## src/rtl/id_ex_stage_pkg.sv

```systemverilog
// rtl/id_ex_stage_pkg.sv - shared control-bundle layout and ALUOp encodings
//
// Purpose: single source for the 10-bit decode control bundle layout
//   {RegWrite, MemRead, MemWrite, MemtoReg, ALUSrc, RegDst, ALUOp[2:0], Branch}
//   (MSB first) and the ALUOp encodings used by decode and EX.
// Ports: none (package).
package id_ex_stage_pkg;

  localparam int CTRL_W = 10;

  // Bit positions inside the control bundle.
  localparam int CTRL_REGWRITE = 9;
  localparam int CTRL_MEMREAD  = 8;
  localparam int CTRL_MEMWRITE = 7;
  localparam int CTRL_MEMTOREG = 6;
  localparam int CTRL_ALUSRC   = 5;
  localparam int CTRL_REGDST   = 4;
  localparam int CTRL_ALUOP_HI = 3;
  localparam int CTRL_ALUOP_LO = 1;
  localparam int CTRL_BRANCH   = 0;

  typedef enum logic [2:0] {
    ALUOP_ADD   = 3'b000,  // loads, stores, addi
    ALUOP_SUB   = 3'b001,  // branch compare
    ALUOP_RTYPE = 3'b010,  // use funct field
    ALUOP_AND   = 3'b011,
    ALUOP_OR    = 3'b100,
    ALUOP_SLT   = 3'b101,
    ALUOP_LUI   = 3'b110,
    ALUOP_XOR   = 3'b111
  } aluop_e;

  function automatic logic [2:0] ctrl_aluop(input logic [CTRL_W-1:0] ctrl);
    return ctrl[CTRL_ALUOP_HI:CTRL_ALUOP_LO];
  endfunction

endpackage

```

## src/rtl/id_ex_stage_if.sv

```systemverilog
// rtl/id_ex_stage_if.sv - decode-to-execute pipeline bundle with master/slave modports
//
// Purpose: groups the ID-side fields, pipeline controls and EX-side outputs.
// master: decode/hazard control side (drives id_*, flush, hold; reads ex_*, stall).
// slave : the ID/EX stage (reads id_*, flush, hold; drives ex_*, ex_dst, stall).
interface id_ex_stage_if
  import id_ex_stage_pkg::*;
#(
  parameter int DW = 32,
  parameter int RW = 5
);

  logic              id_valid;
  logic [RW-1:0]     id_rs;
  logic [RW-1:0]     id_rt;
  logic [RW-1:0]     id_rd;
  logic [DW-1:0]     id_rd1;
  logic [DW-1:0]     id_rd2;
  logic [DW-1:0]     id_imm;
  logic [CTRL_W-1:0] id_ctrl;

  logic              flush;
  logic              hold;

  logic              ex_valid;
  logic [RW-1:0]     ex_rs;
  logic [RW-1:0]     ex_rt;
  logic [RW-1:0]     ex_rd;
  logic [DW-1:0]     ex_rd1;
  logic [DW-1:0]     ex_rd2;
  logic [DW-1:0]     ex_imm;
  logic [CTRL_W-1:0] ex_ctrl;
  logic [RW-1:0]     ex_dst;
  logic              stall;

  modport master (
    output id_valid, id_rs, id_rt, id_rd, id_rd1, id_rd2, id_imm, id_ctrl,
    output flush, hold,
    input  ex_valid, ex_rs, ex_rt, ex_rd, ex_rd1, ex_rd2, ex_imm, ex_ctrl,
    input  ex_dst, stall
  );

  modport slave (
    input  id_valid, id_rs, id_rt, id_rd, id_rd1, id_rd2, id_imm, id_ctrl,
    input  flush, hold,
    output ex_valid, ex_rs, ex_rt, ex_rd, ex_rd1, ex_rd2, ex_imm, ex_ctrl,
    output ex_dst, stall
  );

endinterface

```

## src/rtl/id_ex_hazard.sv

```systemverilog
// rtl/id_ex_hazard.sv - combinational load-use hazard detector
//
// Purpose: flags an ID instruction that reads the register a load in EX is
//   still fetching from memory. $0 is never a hazard.
// Ports: ex_valid, ex_mem_read, ex_rt (EX load), id_valid, id_rs, id_rt
//   (decode sources) in; load_use out.
module id_ex_hazard #(
  parameter int RW = 5
) (
  input  logic          ex_valid,
  input  logic          ex_mem_read,
  input  logic [RW-1:0] ex_rt,
  input  logic          id_valid,
  input  logic [RW-1:0] id_rs,
  input  logic [RW-1:0] id_rt,
  output logic          load_use
);

  always_comb begin
    load_use = ex_valid & ex_mem_read & (ex_rt != '0) & id_valid &
               ((ex_rt == id_rs) | (ex_rt == id_rt));
  end

endmodule

```

## src/rtl/id_ex_stage.sv

```systemverilog
// rtl/id_ex_stage.sv - ID/EX pipeline register with load-use stall and flush
//
// Purpose: registers decode fields into EX. Per edge exactly one action,
//   priority hold > flush (live or pending) > load-use bubble > normal load.
//   A flush that arrives during hold is remembered in flush_pend and applied
//   on the first unheld edge.
// Ports: clk, rst_n (async active-low); bus (id_ex_stage_if.slave) carrying
//   id_*, flush, hold in and ex_*, ex_dst, stall out.
// Config: ID_EX_BUBBLE_CNT_EN adds bubble_cnt[15:0], a saturating count of
//   loaded bubbles (load-use and flush), frozen while hold=1.
module id_ex_stage
  import id_ex_stage_pkg::*;
#(
  parameter int DW = 32,
  parameter int RW = 5
) (
  input  logic         clk,
  input  logic         rst_n,
  id_ex_stage_if.slave bus
`ifdef ID_EX_BUBBLE_CNT_EN
  ,
  output logic [15:0]  bubble_cnt
`endif
);

  logic              ex_valid_q,   ex_valid_d;
  logic [RW-1:0]     ex_rs_q,      ex_rs_d;
  logic [RW-1:0]     ex_rt_q,      ex_rt_d;
  logic [RW-1:0]     ex_rd_q,      ex_rd_d;
  logic [DW-1:0]     ex_rd1_q,     ex_rd1_d;
  logic [DW-1:0]     ex_rd2_q,     ex_rd2_d;
  logic [DW-1:0]     ex_imm_q,     ex_imm_d;
  logic [CTRL_W-1:0] ex_ctrl_q,    ex_ctrl_d;
  logic              flush_pend_q, flush_pend_d;

  logic load_use;
  logic eff_flush;
  logic load_bubble;

  id_ex_hazard #(.RW(RW)) u_hazard (
    .ex_valid    (ex_valid_q),
    .ex_mem_read (ex_ctrl_q[CTRL_MEMREAD]),
    .ex_rt       (ex_rt_q),
    .id_valid    (bus.id_valid),
    .id_rs       (bus.id_rs),
    .id_rt       (bus.id_rt),
    .load_use    (load_use)
  );

  always_comb begin
    eff_flush    = bus.flush | flush_pend_q;
    load_bubble  = 1'b0;

    ex_valid_d   = ex_valid_q;
    ex_rs_d      = ex_rs_q;
    ex_rt_d      = ex_rt_q;
    ex_rd_d      = ex_rd_q;
    ex_rd1_d     = ex_rd1_q;
    ex_rd2_d     = ex_rd2_q;
    ex_imm_d     = ex_imm_q;
    ex_ctrl_d    = ex_ctrl_q;
    flush_pend_d = flush_pend_q;

    if (bus.hold) begin
      // Freeze everything; only remember a flush we could not act on yet.
      flush_pend_d = flush_pend_q | bus.flush;
    end else if (eff_flush || load_use) begin
      // Flush wins over load-use: the dependent instruction is being killed
      // anyway, so it must not be stalled and replayed.
      load_bubble  = 1'b1;
      ex_valid_d   = 1'b0;
      ex_rs_d      = '0;
      ex_rt_d      = '0;
      ex_rd_d      = '0;
      ex_rd1_d     = '0;
      ex_rd2_d     = '0;
      ex_imm_d     = '0;
      ex_ctrl_d    = '0;
      flush_pend_d = 1'b0;
    end else begin
      ex_valid_d   = bus.id_valid;
      ex_rs_d      = bus.id_rs;
      ex_rt_d      = bus.id_rt;
      ex_rd_d      = bus.id_rd;
      ex_rd1_d     = bus.id_rd1;
      ex_rd2_d     = bus.id_rd2;
      ex_imm_d     = bus.id_imm;
      ex_ctrl_d    = bus.id_valid ? bus.id_ctrl : '0;
    end
  end

  always_ff @(posedge clk or negedge rst_n) begin
    if (!rst_n) begin
      ex_valid_q   <= 1'b0;
      ex_rs_q      <= '0;
      ex_rt_q      <= '0;
      ex_rd_q      <= '0;
      ex_rd1_q     <= '0;
      ex_rd2_q     <= '0;
      ex_imm_q     <= '0;
      ex_ctrl_q    <= '0;
      flush_pend_q <= 1'b0;
    end else begin
      ex_valid_q   <= ex_valid_d;
      ex_rs_q      <= ex_rs_d;
      ex_rt_q      <= ex_rt_d;
      ex_rd_q      <= ex_rd_d;
      ex_rd1_q     <= ex_rd1_d;
      ex_rd2_q     <= ex_rd2_d;
      ex_imm_q     <= ex_imm_d;
      ex_ctrl_q    <= ex_ctrl_d;
      flush_pend_q <= flush_pend_d;
    end
  end

`ifdef ID_EX_BUBBLE_CNT_EN
  logic [15:0] bubble_cnt_q, bubble_cnt_d;

  always_comb begin
    bubble_cnt_d = bubble_cnt_q;
    if (load_bubble && (bubble_cnt_q != 16'hFFFF)) begin
      bubble_cnt_d = bubble_cnt_q + 16'd1;
    end
  end

  always_ff @(posedge clk or negedge rst_n) begin
    if (!rst_n) begin
      bubble_cnt_q <= '0;
    end else begin
      bubble_cnt_q <= bubble_cnt_d;
    end
  end

  assign bubble_cnt = bubble_cnt_q;
`endif

  // stall freezes PC and IF/ID: on hold, or on a load-use that a flush does
  // not pre-empt. Gated by rst_n so it reads 0 throughout reset.
  assign bus.stall = rst_n & (bus.hold | (load_use & ~eff_flush));

  assign bus.ex_valid = ex_valid_q;
  assign bus.ex_rs    = ex_rs_q;
  assign bus.ex_rt    = ex_rt_q;
  assign bus.ex_rd    = ex_rd_q;
  assign bus.ex_rd1   = ex_rd1_q;
  assign bus.ex_rd2   = ex_rd2_q;
  assign bus.ex_imm   = ex_imm_q;
  assign bus.ex_ctrl  = ex_ctrl_q;

  // Destination seen by forwarding; 0 means "writes nothing".
  assign bus.ex_dst = (ex_valid_q & ex_ctrl_q[CTRL_REGWRITE]) ?
                      (ex_ctrl_q[CTRL_REGDST] ? ex_rd_q : ex_rt_q) : '0;

endmodule
```

## src/flat_wrapper.sv

```systemverilog
// flat-port wrapper written by rule: the top's interface ports become plain ports
module id_ex_stage_flat import id_ex_stage_pkg::*;
#(
  parameter int DW = 32,
  parameter int RW = 5
)
  (clk, rst_n, bus_id_valid, bus_id_rs, bus_id_rt, bus_id_rd, bus_id_rd1, bus_id_rd2, bus_id_imm, bus_id_ctrl, bus_flush, bus_hold, bus_ex_valid, bus_ex_rs, bus_ex_rt, bus_ex_rd, bus_ex_rd1, bus_ex_rd2, bus_ex_imm, bus_ex_ctrl, bus_ex_dst, bus_stall);
  id_ex_stage_if #(.DW(DW), .RW(RW)) bus_i ();
  input  logic clk;
  input  logic rst_n;
  input wire logic [$bits(bus_i.id_valid)-1:0] bus_id_valid;
  input wire logic [$bits(bus_i.id_rs)-1:0] bus_id_rs;
  input wire logic [$bits(bus_i.id_rt)-1:0] bus_id_rt;
  input wire logic [$bits(bus_i.id_rd)-1:0] bus_id_rd;
  input wire logic [$bits(bus_i.id_rd1)-1:0] bus_id_rd1;
  input wire logic [$bits(bus_i.id_rd2)-1:0] bus_id_rd2;
  input wire logic [$bits(bus_i.id_imm)-1:0] bus_id_imm;
  input wire logic [$bits(bus_i.id_ctrl)-1:0] bus_id_ctrl;
  input wire logic [$bits(bus_i.flush)-1:0] bus_flush;
  input wire logic [$bits(bus_i.hold)-1:0] bus_hold;
  output wire logic [$bits(bus_i.ex_valid)-1:0] bus_ex_valid;
  output wire logic [$bits(bus_i.ex_rs)-1:0] bus_ex_rs;
  output wire logic [$bits(bus_i.ex_rt)-1:0] bus_ex_rt;
  output wire logic [$bits(bus_i.ex_rd)-1:0] bus_ex_rd;
  output wire logic [$bits(bus_i.ex_rd1)-1:0] bus_ex_rd1;
  output wire logic [$bits(bus_i.ex_rd2)-1:0] bus_ex_rd2;
  output wire logic [$bits(bus_i.ex_imm)-1:0] bus_ex_imm;
  output wire logic [$bits(bus_i.ex_ctrl)-1:0] bus_ex_ctrl;
  output wire logic [$bits(bus_i.ex_dst)-1:0] bus_ex_dst;
  output wire logic [$bits(bus_i.stall)-1:0] bus_stall;
  assign bus_i.id_valid = bus_id_valid;
  assign bus_i.id_rs = bus_id_rs;
  assign bus_i.id_rt = bus_id_rt;
  assign bus_i.id_rd = bus_id_rd;
  assign bus_i.id_rd1 = bus_id_rd1;
  assign bus_i.id_rd2 = bus_id_rd2;
  assign bus_i.id_imm = bus_id_imm;
  assign bus_i.id_ctrl = bus_id_ctrl;
  assign bus_i.flush = bus_flush;
  assign bus_i.hold = bus_hold;
  assign bus_ex_valid = bus_i.ex_valid;
  assign bus_ex_rs = bus_i.ex_rs;
  assign bus_ex_rt = bus_i.ex_rt;
  assign bus_ex_rd = bus_i.ex_rd;
  assign bus_ex_rd1 = bus_i.ex_rd1;
  assign bus_ex_rd2 = bus_i.ex_rd2;
  assign bus_ex_imm = bus_i.ex_imm;
  assign bus_ex_ctrl = bus_i.ex_ctrl;
  assign bus_ex_dst = bus_i.ex_dst;
  assign bus_stall = bus_i.stall;
  id_ex_stage #(.DW(DW), .RW(RW)) u_core (.clk(clk), .rst_n(rst_n), .bus(bus_i));
endmodule
```

## config.mk

```make
export PLATFORM = sky130hd
export DESIGN_NAME = id_ex_stage_flat
export DESIGN_NICKNAME = d
export VERILOG_FILES = /design/src/rtl/id_ex_stage_pkg.sv /design/src/rtl/id_ex_stage_if.sv /design/src/rtl/id_ex_hazard.sv /design/src/rtl/id_ex_stage.sv /design/src/flat_wrapper.sv
export SDC_FILE = /design/constraint.sdc
export NUM_CORES = 1
export LEC_CHECK = 0
export BUFFER_PORTS_ARGS = -buffer_cell sky130_fd_sc_hd__buf_2
export CAP_MARGIN = 0
export CELL_PAD_IN_SITES_DETAIL_PLACEMENT = 1
export CELL_PAD_IN_SITES_GLOBAL_PLACEMENT = 1
export CORE_MARGIN = 2
export CORE_UTILIZATION = 34
export DETAILED_ROUTE_END_ITERATION = 10
export GPL_TIMING_DRIVEN = 1
export PLACE_DENSITY_LB_ADDON = 0.15
export REMOVE_ABC_BUFFERS = 1
export SYNTH_ARGS = -nofsm -noshare
export SYNTH_HDL_FRONTEND = slang
export SYNTH_HIERARCHICAL = 1
export SYNTH_SLANG_ARGS = --single-unit
export TNS_END_PERCENT = 30
```

## constraint.sdc

```tcl
create_clock -name clk -period 2.3 [get_ports clk]
set_input_delay 0 -clock clk [delete_from_list [all_inputs] [get_ports clk]]
set_output_delay 0 -clock clk [all_outputs]
set_load 0.01 [all_outputs]
```

* Word-level counts from Yosys, hierarchy flattened
Index checks and enable logic that the tools add are counted.
** Cells by class
- Bitwise gates (word level) :: 11
- Equality and inequality tests :: 2
- Muxes and demuxes :: 13
- Reduce and logical (&&, ||, !) cells :: 3
** Operators with widths (number)
- 2-to-1 mux 32 bit :: 3
- 2-to-1 mux 5 bit :: 5
- 2-to-1 mux 10 bit :: 2
- equality test 5 bit :: 2
- AND 1 bit :: 7
- nonzero test 5 bit :: 1
- 2-to-1 mux 1 bit :: 3
- OR 1 bit :: 3
- nonzero test 2 bit :: 1
- logical OR 1 bit :: 1
- inverter 1 bit :: 1
** Storage, ports and cells
- Logic and storage cells :: 38
- Input bits :: 126
- Register bits :: 123
- Output and inout bits :: 128

* Depth between registers and ports, before layout
Gate-level depths: netlist (run 1).
- Depth in word-level cells :: 7
- Depth in mapped cells :: 8
- Mapped depth without buffers :: 6

* By module
Netlist (run 1), hierarchy kept.
** By module, submodules not included
- id_ex_stage :: area an instance 4446.8 µm², cells each 289, sequential area each 3078.0 µm², instances 1
- id_ex_hazard :: area an instance 128.9 µm², cells each 17, sequential area each 0.0 µm², instances 1

* Worst setup path after synthesis (run 1)
OpenSTA, ideal clock, no wires.
- Path kind :: register to register
- Start point :: register u_core.ex_rt_q[3], in the netlist u_core/bus.ex_rt[3]
- End point :: register u_core.ex_rd1_q[0], in the netlist u_core/bus.ex_rd1[0]
- Data arrival time :: 2.030 ns
- Buffers on the path :: 2
- Stages on the path, launching flop included :: 8
- Library setup time :: 0.066 ns
- Required time :: 2.234 ns
- Clock period less this slack :: 2.097 ns
- Path slack :: 0.203 ns
- Cell sequence :: dfrtp_1 -> or4_1 -> o2111ai_1 -> a21oi_1 -> nor4_2 -> buf_4 -> buf_6 -> a22o_1
** Between the ends
- Cells in the longest elaborated chain, start to end :: 6
- Elaborated cells on any way between the ends :: 9
- Those cells by class :: eq/ne: 2; mux: 1; bitwise: 4; reduce/logical: 2
** Ends and longest elaborated chain
- start: declaration :: line id_ex_stage.sv:28 : logic [RW-1:0] ex_rt_q, ex_rt_d;
- start signal: assignment :: line id_ex_stage.sv:106 : ex_rt_q <= ex_rt_d;
- nonzero test 5 bit :: line id_ex_hazard.sv:20 : load_use = ex_valid & ex_mem_read & (ex_rt != '0) & id_valid &
- AND 1 bit (2 in a row) :: line id_ex_hazard.sv:20
- AND 1 bit * :: line id_ex_hazard.sv:20
- net u_core.load_use :: line id_ex_stage.sv:36 : logic load_use;
- logical OR 1 bit * :: line id_ex_stage.sv:67 : end else if (eff_flush || load_use) begin
- 2-to-1 mux 32 bit * :: line id_ex_stage.sv:67
- end signal: assignment :: line id_ex_stage.sv:108 : ex_rd1_q <= ex_rd1_d;
- end: declaration :: line id_ex_stage.sv:30 : logic [DW-1:0] ex_rd1_q, ex_rd1_d;
The timed path passes the listed nets; every way through them passes the cells marked *.
A chain may end at the register's enable or synchronous reset.

* Final worst setup path (run 1)
- Start point :: register u_core.ex_rt_q[4], in the netlist u_core/bus.ex_rt[4]
- End point :: register u_core.ex_rd2_q[17], in the netlist u_core/bus.ex_rd2[17]
** Between the ends
- Cells in the longest elaborated chain, start to end :: 6
- Elaborated cells on any way between the ends :: 9
- Those cells by class :: eq/ne: 2; mux: 1; bitwise: 4; reduce/logical: 2
** Ends and longest elaborated chain
- nonzero test 5 bit :: line id_ex_hazard.sv:20
- AND 1 bit (2 in a row) :: line id_ex_hazard.sv:20
- AND 1 bit * :: line id_ex_hazard.sv:20
- net u_core.load_use :: line id_ex_stage.sv:36
- logical OR 1 bit * :: line id_ex_stage.sv:67
- 2-to-1 mux 32 bit * :: line id_ex_stage.sv:67
- end signal: assignment :: line id_ex_stage.sv:109 : ex_rd2_q <= ex_rd2_d;
- end: declaration :: line id_ex_stage.sv:31 : logic [DW-1:0] ex_rd2_q, ex_rd2_d;
Marks and branches as above.

==> impl_results.rst, run 1 <==
.. list-table::
   :header-rows: 1

   * - Metric
     - Value
   * - Actual slew at the worst max-slew pin
     - 0.474 ns
   * - Reg-to-Reg Start
     - u_core/bus.ex_rt[4]
   * - Clock network fraction of total power
     - 42.3%
   * - Routed WL
     - 17000 microns
   * - Dominant combinational cell family by area after synthesis
     - compound AO/OA/AOI/OAI gates
   * - Switching power
     - 0.00143 W
   * - Vertical die dimension
     - 120 microns
   * - Worst Setup Path Type
     - register to register
   * - Mapped Area
     - 0.00458 sq mm
   * - Clock tree from TritonCTS
     - built
   * - Global route overflow
     - 0
   * - Antenna violations before repair
     - 0
   * - Worst hold-check slack
     - 0.0215 ns
   * - Detailed-route via count
     - 4356
   * - First drt pass iteration count
     - 4
   * - Routing layer with the top usage in global route
     - met2
   * - Remaining antenna violation count
     - 0
   * - Routed len/inst
     - 19.5 microns
   * - Portion of total power attributed to sequential cells
     - 42.3%
   * - Synth Instances
     - 306
   * - Finish-stage setup viols
     - 0
   * - Crit path to
     - u_core/bus.ex_rd2[17]
   * - Area fraction in and, or, nand and nor cells after synthesis
     - 1.53%
   * - Starting utilization of the core area
     - 34.7%
   * - XOR/XNOR Fraction of Synth Area
     - 1.91%
   * - Peak supply drop
     - 447 uV
   * - Clock Path Buffers
     - 2
   * - Top-level I/O count
     - 254
   * - Sequential cell area fraction in the yosys report
     - 67.3%
   * - Syn_area_per_cell
     - 15.0 sq um
   * - Data required time of the worst path
     - 2.64 ns
   * - Synthesized-area fraction occupied by ao, oa, aoi and oai cells
     - 24.3%
   * - Critical register-to-register path endpoint
     - u_core/bus.ex_rd2[17]
   * - Slew Limit Headroom
     - 68.4%
   * - First-pass GRT wire length
     - 26400 microns
   * - Count of unresolved DRC violations after routing
     - 0
   * - Number of cells on the worst reg-to-reg path
     - 7
   * - Via density
     - 4.99
   * - Internal portion of total power
     - 0.00429 W
   * - Design Area, Final
     - 0.00785 sq mm
   * - Lkg Pwr
     - 4.14 nW
   * - Clk sinks
     - 123
   * - Max Clk Rate
     - 448 MHz
   * - Number of register bits inferred by synthesis
     - 123
   * - Core ar.
     - 0.0132 sq mm
   * - Number of distinct library cell variants in the gate-level netlist after synthesis
     - 20
   * - PwrDens
     - 729 mW/mm^2
   * - Register-to-register setup slack
     - 0.07 ns
   * - Relative area change from synthesis to final layout
     - 71.6%
   * - GRT met1 Usage
     - 26.5%
   * - Number of levels in the clock H-tree
     - 4
   * - Aggregate global-route resource usage
     - 23.8%
   * - Fin Clk Skew
     - 0.00910 ns
   * - Crit-path max cell delay
     - 0.52 ns
   * - Grt met2 use
     - 41.8%
   * - Pins over their slew limit
     - 0
   * - Insertion delay to the later sink of the worst-skew pair
     - 0.41 ns
   * - Placed wire-length estimate
     - 9720 microns
   * - Starting DRC count in detailed routing
     - 210
   * - Logic gate share of total power
     - 15.4%
   * - Total number of yosys warnings
     - 6
   * - Fraction of final layout cells sized beyond drive strength 1
     - 42.3%
   * - Launching instance or port of the critical path
     - u_core/bus.ex_rt[4]
   * - Global Route met3 Usage
     - 7.08%
   * - MaxCap Viol Count
     - 0
   * - Startpoint of the tightest hold check path
     - bus_hold
   * - Ant diodes
     - 0
   * - Chip Width
     - 120 microns
   * - Critical path cell sequence
     - or4_1 -> o2111ai_1 -> a21oi_2 -> nor4_4 -> buf_4 -> buf_12 -> a22o_1
   * - Post-route fraction of the period consumed by the critical path
     - 97.1%
   * - Number of placement rows
     - 42
   * - Portion of netlist area occupied by mux cells
     - 1.09%
   * - Number of buffers inserted during clock tree synthesis
     - 17
   * - Fin. Hold Viols
     - 0
   * - Standard cell with the maximum stage delay on the critical path
     - sky130_fd_sc_hd__or4_1
   * - Setup Buffers After CTS
     - 0
   * - Vias in the first global route
     - 4894
   * - Placed Instance Area
     - 0.00605 sq mm
   * - Post-layout total power
     - 0.00572 W
   * - CTS root buffer
     - sky130_fd_sc_hd__clkbuf_16
   * - Net total in the final layout
     - 810
   * - Final min period
     - 2.23 ns
   * - Kind of launch point of the worst setup path
     - register
   * - Die area
     - 0.0144 sq mm
   * - Endpoint arrival time on the critical path
     - 2.57 ns
   * - IO Port Bufs
     - 253
   * - Worst-path maximum fanout
     - 33
   * - Result of the run
     - finished, final reports clean
   * - Hold crit path type
     - input pin to register
   * - Endpoint class of the critical path
     - register
   * - Sw Ratio
     - 25.0%
   * - Routability congestion estimate
     - 0.737
   * - Pin count of the biggest net entering global routing
     - 71
   * - Setup repair after global routing missed its margin
     - false
   * - Adder-cell area share of the yosys netlist
     - 0%
   * - Clock Pin Slew Worst Setup and Hold Paths
     - 0.06 ns
==> routing by layer <==
metal,routed length [microns],vias to the layer above
met4,563,0
met2,8780,200
met1,6530,2163
met5,0,-
li1,-,1945
met3,1150,48
==> logic make-up after synthesis <==
logic type / count (synthesis)
and+or+nand+nor: 13
AOI/OAI and AO/OA: 126
xor gates and xnor gates: 10
buffers and inverters: 29
DFF: 123
muxes: 5
==> stage by stage <==
stage	worst slack [ns]	setup TNS (ns)	util (%)	std cells
6_report	0.0674	0	59.5	873
5_1_grt	0.0270	0	59.5	873
4_1_cts	0.0577	0	59.3	872
3_5_place_dp	0.0737	0	45.9	717
3_3_place_gp	0.218	0	45.9	717
2_1_floorplan	-4.45	-536.27	-	277
==> layout make-up <==
cell class | count | area, sq um
Multi-Input combinational cell | 154 | 1330
Tap cell | 176 | 220
Clock inverter | 8 | 70.1
Clock buffer | 24 | 462
Timing Repair Buffer | 388 | 2690
Sequential cell | 123 | 3080
Fill cell | 1382 | 5340
==> worst max-delay path: cells and delay by family, from the launching register on <==
kind	cells	cell delay, ns
DFF	1	0.44
buffers and inverters	2	0.39
and+or+nand+nor	2	0.80
AOI/OAI and AO/OA	3	0.53
==> cell usage in the layout, fill, tap and decap left out <==
| master | instances |
|---|---|
| sky130_fd_sc_hd__a21oi_2 | 1 |
| sky130_fd_sc_hd__a22o_1 | 112 |
| sky130_fd_sc_hd__a32o_1 | 10 |
| sky130_fd_sc_hd__buf_12 | 6 |
| sky130_fd_sc_hd__buf_2 | 251 |
| sky130_fd_sc_hd__buf_4 | 6 |
| sky130_fd_sc_hd__buf_6 | 1 |
| sky130_fd_sc_hd__bufinv_16 | 1 |
| sky130_fd_sc_hd__clkbuf_1 | 6 |
| sky130_fd_sc_hd__clkbuf_16 | 18 |
| sky130_fd_sc_hd__clkbuf_8 | 1 |
| sky130_fd_sc_hd__clkinv_2 | 5 |
| sky130_fd_sc_hd__clkinvlp_4 | 2 |
| sky130_fd_sc_hd__dfrtp_1 | 121 |
| sky130_fd_sc_hd__dfrtp_2 | 2 |
| sky130_fd_sc_hd__dlygate4sd3_1 | 123 |
| sky130_fd_sc_hd__mux2i_1 | 5 |
| sky130_fd_sc_hd__nand2_1 | 1 |
| sky130_fd_sc_hd__nand3_1 | 2 |
| sky130_fd_sc_hd__nor2_1 | 5 |
| sky130_fd_sc_hd__nor3_1 | 2 |
| sky130_fd_sc_hd__nor3b_1 | 1 |
| sky130_fd_sc_hd__nor4_4 | 1 |
| sky130_fd_sc_hd__o2111ai_1 | 1 |
| sky130_fd_sc_hd__o21a_1 | 2 |
| sky130_fd_sc_hd__or4_1 | 1 |
| sky130_fd_sc_hd__xnor2_1 | 4 |
| sky130_fd_sc_hd__xor2_1 | 6 |
==> Yosys cell counts <==
master / number / area [sq um]
sky130_fd_sc_hd__nor3b_1: 1 / 7.51
sky130_fd_sc_hd__or4_1: 1 / 7.51
sky130_fd_sc_hd__nor3_1: 2 / 10.0
sky130_fd_sc_hd__mux2i_1: 5 / 50.1
sky130_fd_sc_hd__xnor2_1: 4 / 35.0
sky130_fd_sc_hd__dfrtp_1: 123 / 3080
sky130_fd_sc_hd__o2111ai_1: 1 / 8.76
sky130_fd_sc_hd__xor2_1: 6 / 52.6
sky130_fd_sc_hd__o21a_1: 2 / 15.0
sky130_fd_sc_hd__a21oi_1: 1 / 5.00
sky130_fd_sc_hd__nor2_1: 5 / 18.8
sky130_fd_sc_hd__clkbuf_1: 14 / 52.6
sky130_fd_sc_hd__nand3_1: 2 / 10.0
sky130_fd_sc_hd__nand2_1: 1 / 3.75
sky130_fd_sc_hd__buf_4: 1 / 7.51
sky130_fd_sc_hd__a32o_1: 10 / 100
sky130_fd_sc_hd__a22o_1: 112 / 981
sky130_fd_sc_hd__buf_2: 6 / 30.0
sky130_fd_sc_hd__nor4_2: 1 / 12.5
sky130_fd_sc_hd__buf_6: 8 / 90.1
==> flip-flops by register name (all words and copies together), names as in the netlist <==
register             count
u_core/bus.ex_ctrl      10
u_core/bus.ex_imm       32
u_core/bus.ex_rd         5
u_core/bus.ex_rd1       32
u_core/bus.ex_rd2       32
u_core/bus.ex_rs         5
u_core/bus.ex_rt         5
u_core/bus.ex_valid      1
u_core/flush_pend_q      1
==> power by group through the flow <==
stage                     Sequential (W)  Combinational (W)  Clock (W)
after floorplan                  0.00251           0.000198          0
after global placement           0.00244           0.000680          0
after detailed placement         0.00244           0.000694          0
after CTS                        0.00241           0.000864    0.00246
after global routing             0.00244           0.000952    0.00256
final                            0.00242           0.000883    0.00242
==> worst min-delay path by stage <==
stage	end	slack, ns	cells past startpoint
after floorplan	u_core/bus.ex_ctrl[0]	-0.30	0
after global placement	u_core/bus.ex_rd2[28]	-0.08	1
after detailed placement	u_core/bus.ex_rd2[28]	-0.08	1
after CTS	u_core/bus.ex_imm[3]	0.01	2
after global routing	u_core/bus.ex_imm[4]	0.02	2
final	u_core/bus.ex_imm[4]	0.02	2
==> repair_timing <==
action                                 in CTS  in global routing
resized for setup                           0                  4
endpoints found under the hold margin     245                  0
hold buffers                              123                  0
setup endpoints to repair                   0                 49
(Power assumes the default switching activity.)
==> run 2, diff against run 1 <==
HOLD_SLACK_MARGIN = 0.08   (was not set)
SLEW_MARGIN = 25   (was not set)
==> impl_results.rst, run 2 (synthesis gave the netlist of run 1 again) <==
.. list-table::
   :header-rows: 1

   * - Metric
     - Value
   * - Final TNS setup
     - 0 ns (unchanged)
   * - Slew Limit Headroom
     - 67.4% (-1.0 points)
   * - Starting DRC count in detailed routing
     - 175 (-17%)
   * - Chip Width
     - 120 microns (unchanged)
   * - Result of the run
     - finished, final reports clean
   * - Endpoint arrival time on the critical path
     - 2.58 ns (about the same)
   * - Detailed-route via count
     - 4337 (-0.44%)
   * - Critical register-to-register path endpoint
     - u_core/bus.ex_rd2[17]
   * - Kind of launch point of the worst setup path
     - register
   * - Commonest non-fill, non-tap cells in the layout
     - 252 x sky130_fd_sc_hd__buf_2, 125 x sky130_fd_sc_hd__dlygate4sd3_1, 121 x sky130_fd_sc_hd__dfrtp_1
   * - IO Port Bufs
     - 253 (unchanged)
   * - Via density
     - 4.95 (-0.78%)
   * - Reg-to-Reg Start
     - u_core/bus.ex_rt[4]
   * - Data required time of the worst path
     - 2.64 ns (about the same)
   * - Number of placement rows
     - 42 (unchanged)
   * - Actual slew at the worst max-slew pin
     - 0.490 ns (+0.0154 ns)
   * - Worst-path maximum fanout
     - 33 (unchanged)
   * - Hold crit path type
     - input pin to async pin
   * - Die area
     - 0.0144 sq mm (unchanged)
   * - Remaining antenna violation count
     - 0 (unchanged)
   * - Worst hold-check slack
     - 0.219 ns (+0.198 ns)
   * - Grt met2 use
     - 42.2% (+0.46 points)
   * - Placed Instance Area
     - 0.00605 sq mm (unchanged)
   * - Finish-stage setup viols
     - 0 (unchanged)
   * - Insertion delay to the later sink of the worst-skew pair
     - 0.42 ns (about the same)
   * - Relative area change from synthesis to final layout
     - 72.1%
   * - Core ar.
     - 0.0132 sq mm (unchanged)
   * - Fin. Hold Viols
     - 0 (unchanged)
   * - Ant diodes
     - 0 (unchanged)
   * - Register-to-register setup slack
     - 0.07 ns (about the same)
   * - Post-route fraction of the period consumed by the critical path
     - 97.2% (about the same)
   * - Design Area, Final
     - 0.00788 sq mm (+0.32%)
   * - Vias in the first global route
     - 4913 (+0.39%)
   * - Vertical die dimension
     - 120 microns (unchanged)
   * - First-pass GRT wire length
     - 26600 microns (+0.81%)
   * - PwrDens
     - 728 mW/mm^2 (-0.22%)
   * - Routability congestion estimate
     - 0.737 (unchanged)
   * - Max Clk Rate
     - 447 MHz (about the same)
   * - Placed wire-length estimate
     - 9720 microns (unchanged)
   * - Worst Setup Path Type
     - register to register
   * - Starting utilization of the core area
     - 34.7% (unchanged)
   * - Routing layer with the top usage in global route
     - met2
   * - Number of buffers inserted during clock tree synthesis
     - 17 (unchanged)
   * - Lkg Pwr
     - 4.16 nW (+0.30%)
   * - Fraction of final layout cells sized beyond drive strength 1
     - 42.3% (about the same)
   * - Routed WL
     - 17200 microns (+1.2%)
   * - Global route overflow
     - 0 (unchanged)
   * - GRT met1 Usage
     - 27.2% (+0.72 points)
   * - Number of levels in the clock H-tree
     - 4 (unchanged)
   * - Antenna violations before repair
     - 0 (unchanged)
   * - Routed len/inst
     - 19.7 microns (+0.81%)
   * - CTS root buffer
     - sky130_fd_sc_hd__clkbuf_16
   * - Number of cells on the worst reg-to-reg path
     - 7 (unchanged)
   * - Peak supply drop
     - 451 uV (+0.78%)
   * - Most common library cell in the layout ignoring fill and taps
     - sky130_fd_sc_hd__buf_2
   * - Clock tree from TritonCTS
     - built
   * - Net total in the final layout
     - 813 (+0.37%)
   * - Pin count of the biggest net entering global routing
     - 71 (unchanged)
   * - Pins over their slew limit
     - 0 (unchanged)
   * - Top-level I/O count
     - 254 (unchanged)
   * - Count of unresolved DRC violations after routing
     - 0 (unchanged)
   * - Clk sinks
     - 123 (unchanged)
   * - Aggregate global-route resource usage
     - 24.0% (+0.25 points)
   * - # fillers
     - 1370 (-0.87%)
   * - Final min period
     - 2.23 ns (+0.00221 ns)
   * - Clock Path Buffers
     - 2 (unchanged)
   * - Setup repair after global routing missed its margin
     - false
   * - Setup Buffers After CTS
     - 0 (unchanged)
   * - Global Route met3 Usage
     - 6.84% (-0.24 points)
   * - Clock Pin Slew Worst Setup and Hold Paths
     - 0.06 ns (about the same)
   * - Fin Clk Skew
     - 0.00981 ns (+0.000712 ns)
   * - Endpoint class of the critical path
     - register
   * - MaxCap Viol Count
     - 0 (unchanged)
   * - First drt pass iteration count
     - 4 (unchanged)
-- run 2: changes by cell type in the layout (fill, tap and decap cells not counted), sizes merged --
cell	delta
buf	+1
dlygate4sd3	+2
-- run 2: final cells by class --
type | count | area (sq um) | share of cell area, %
timing repair buffer | 391 | 2710 | 34.5
sequential | 123 | 3080 | 39.1
multi-input combinational | 154 | 1330 | 16.9
clock inverter | 8 | 70.1 | 0.890
clock buffer | 24 | 462 | 5.86
tap | 176 | 220 | 2.80
-- run 2: critical path: stages, from the launching register on --
cell,delay (ns)
sky130_fd_sc_hd__dfrtp_2,0.44
sky130_fd_sc_hd__or4_1,0.52
sky130_fd_sc_hd__o2111ai_1,0.25
sky130_fd_sc_hd__a21oi_2,0.09
sky130_fd_sc_hd__nor4_4,0.28
sky130_fd_sc_hd__buf_4,0.20
sky130_fd_sc_hd__buf_12,0.19
sky130_fd_sc_hd__a22o_1,0.19
-- run 2: per-layer routing --
metal  share of wire, %  up-vias
li1                   -     1949
met1                 39     2164
met2                 52      179
met3                5.9       45
met4                3.4        0
met5                  0        -
-- run 2: what timing repair did --
item	in CTS	in global routing
endpoints found under the hold margin	246	0
endpoints found under the setup margin	0	49
resized for setup	0	4
hold buffers	126	0
-- run 2: report_power, final --
part	internal (W)	switching [W]	leakage, nW
logic	0.000477	0.000412	2.26
clock network	0.00150	0.000917	0.258
registers	0.00232	0.000106	1.64
total	0.00429	0.00144	4.16
-- run 2: worst max-delay path by stage --
stage / startpoint / slack, ns / depth (start not counted) / endpoint
6_report: u_core/bus.ex_rt[4] / 0.07 / 7 / u_core/bus.ex_rd2[17]
5_1_grt: u_core/bus.ex_rt[4] / 0.03 / 7 / u_core/bus.ex_ctrl[9]
4_1_cts: u_core/bus.ex_rt[4] / 0.06 / 7 / u_core/bus.ex_imm[12]
3_5_place_dp: u_core/bus.ex_rt[4] / 0.07 / 7 / u_core/bus.ex_imm[12]
3_3_place_gp: u_core/bus.ex_rt[4] / 0.22 / 7 / u_core/bus.ex_ctrl[3]
2_1_floorplan: u_core/bus.ex_rt[3] / -4.45 / 5 / u_core/bus.ex_ctrl[0]
-- run 2: metrics by stage --
| step | setup slack, ns | cells | util [%] | total power, W |
|---|---|---|---|---|
| after global placement | 0.218 | 717 | 45.9 | 0.00312 |
| after floorplan | -4.45 | 277 | - | 0.00271 |
| after detailed placement | 0.0737 | 717 | 45.9 | 0.00314 |
| final | 0.0651 | 876 | 59.7 | 0.00573 |
| after global routing | 0.0270 | 876 | 59.7 | 0.00596 |
| after CTS | 0.0577 | 875 | 59.5 | 0.00574 |
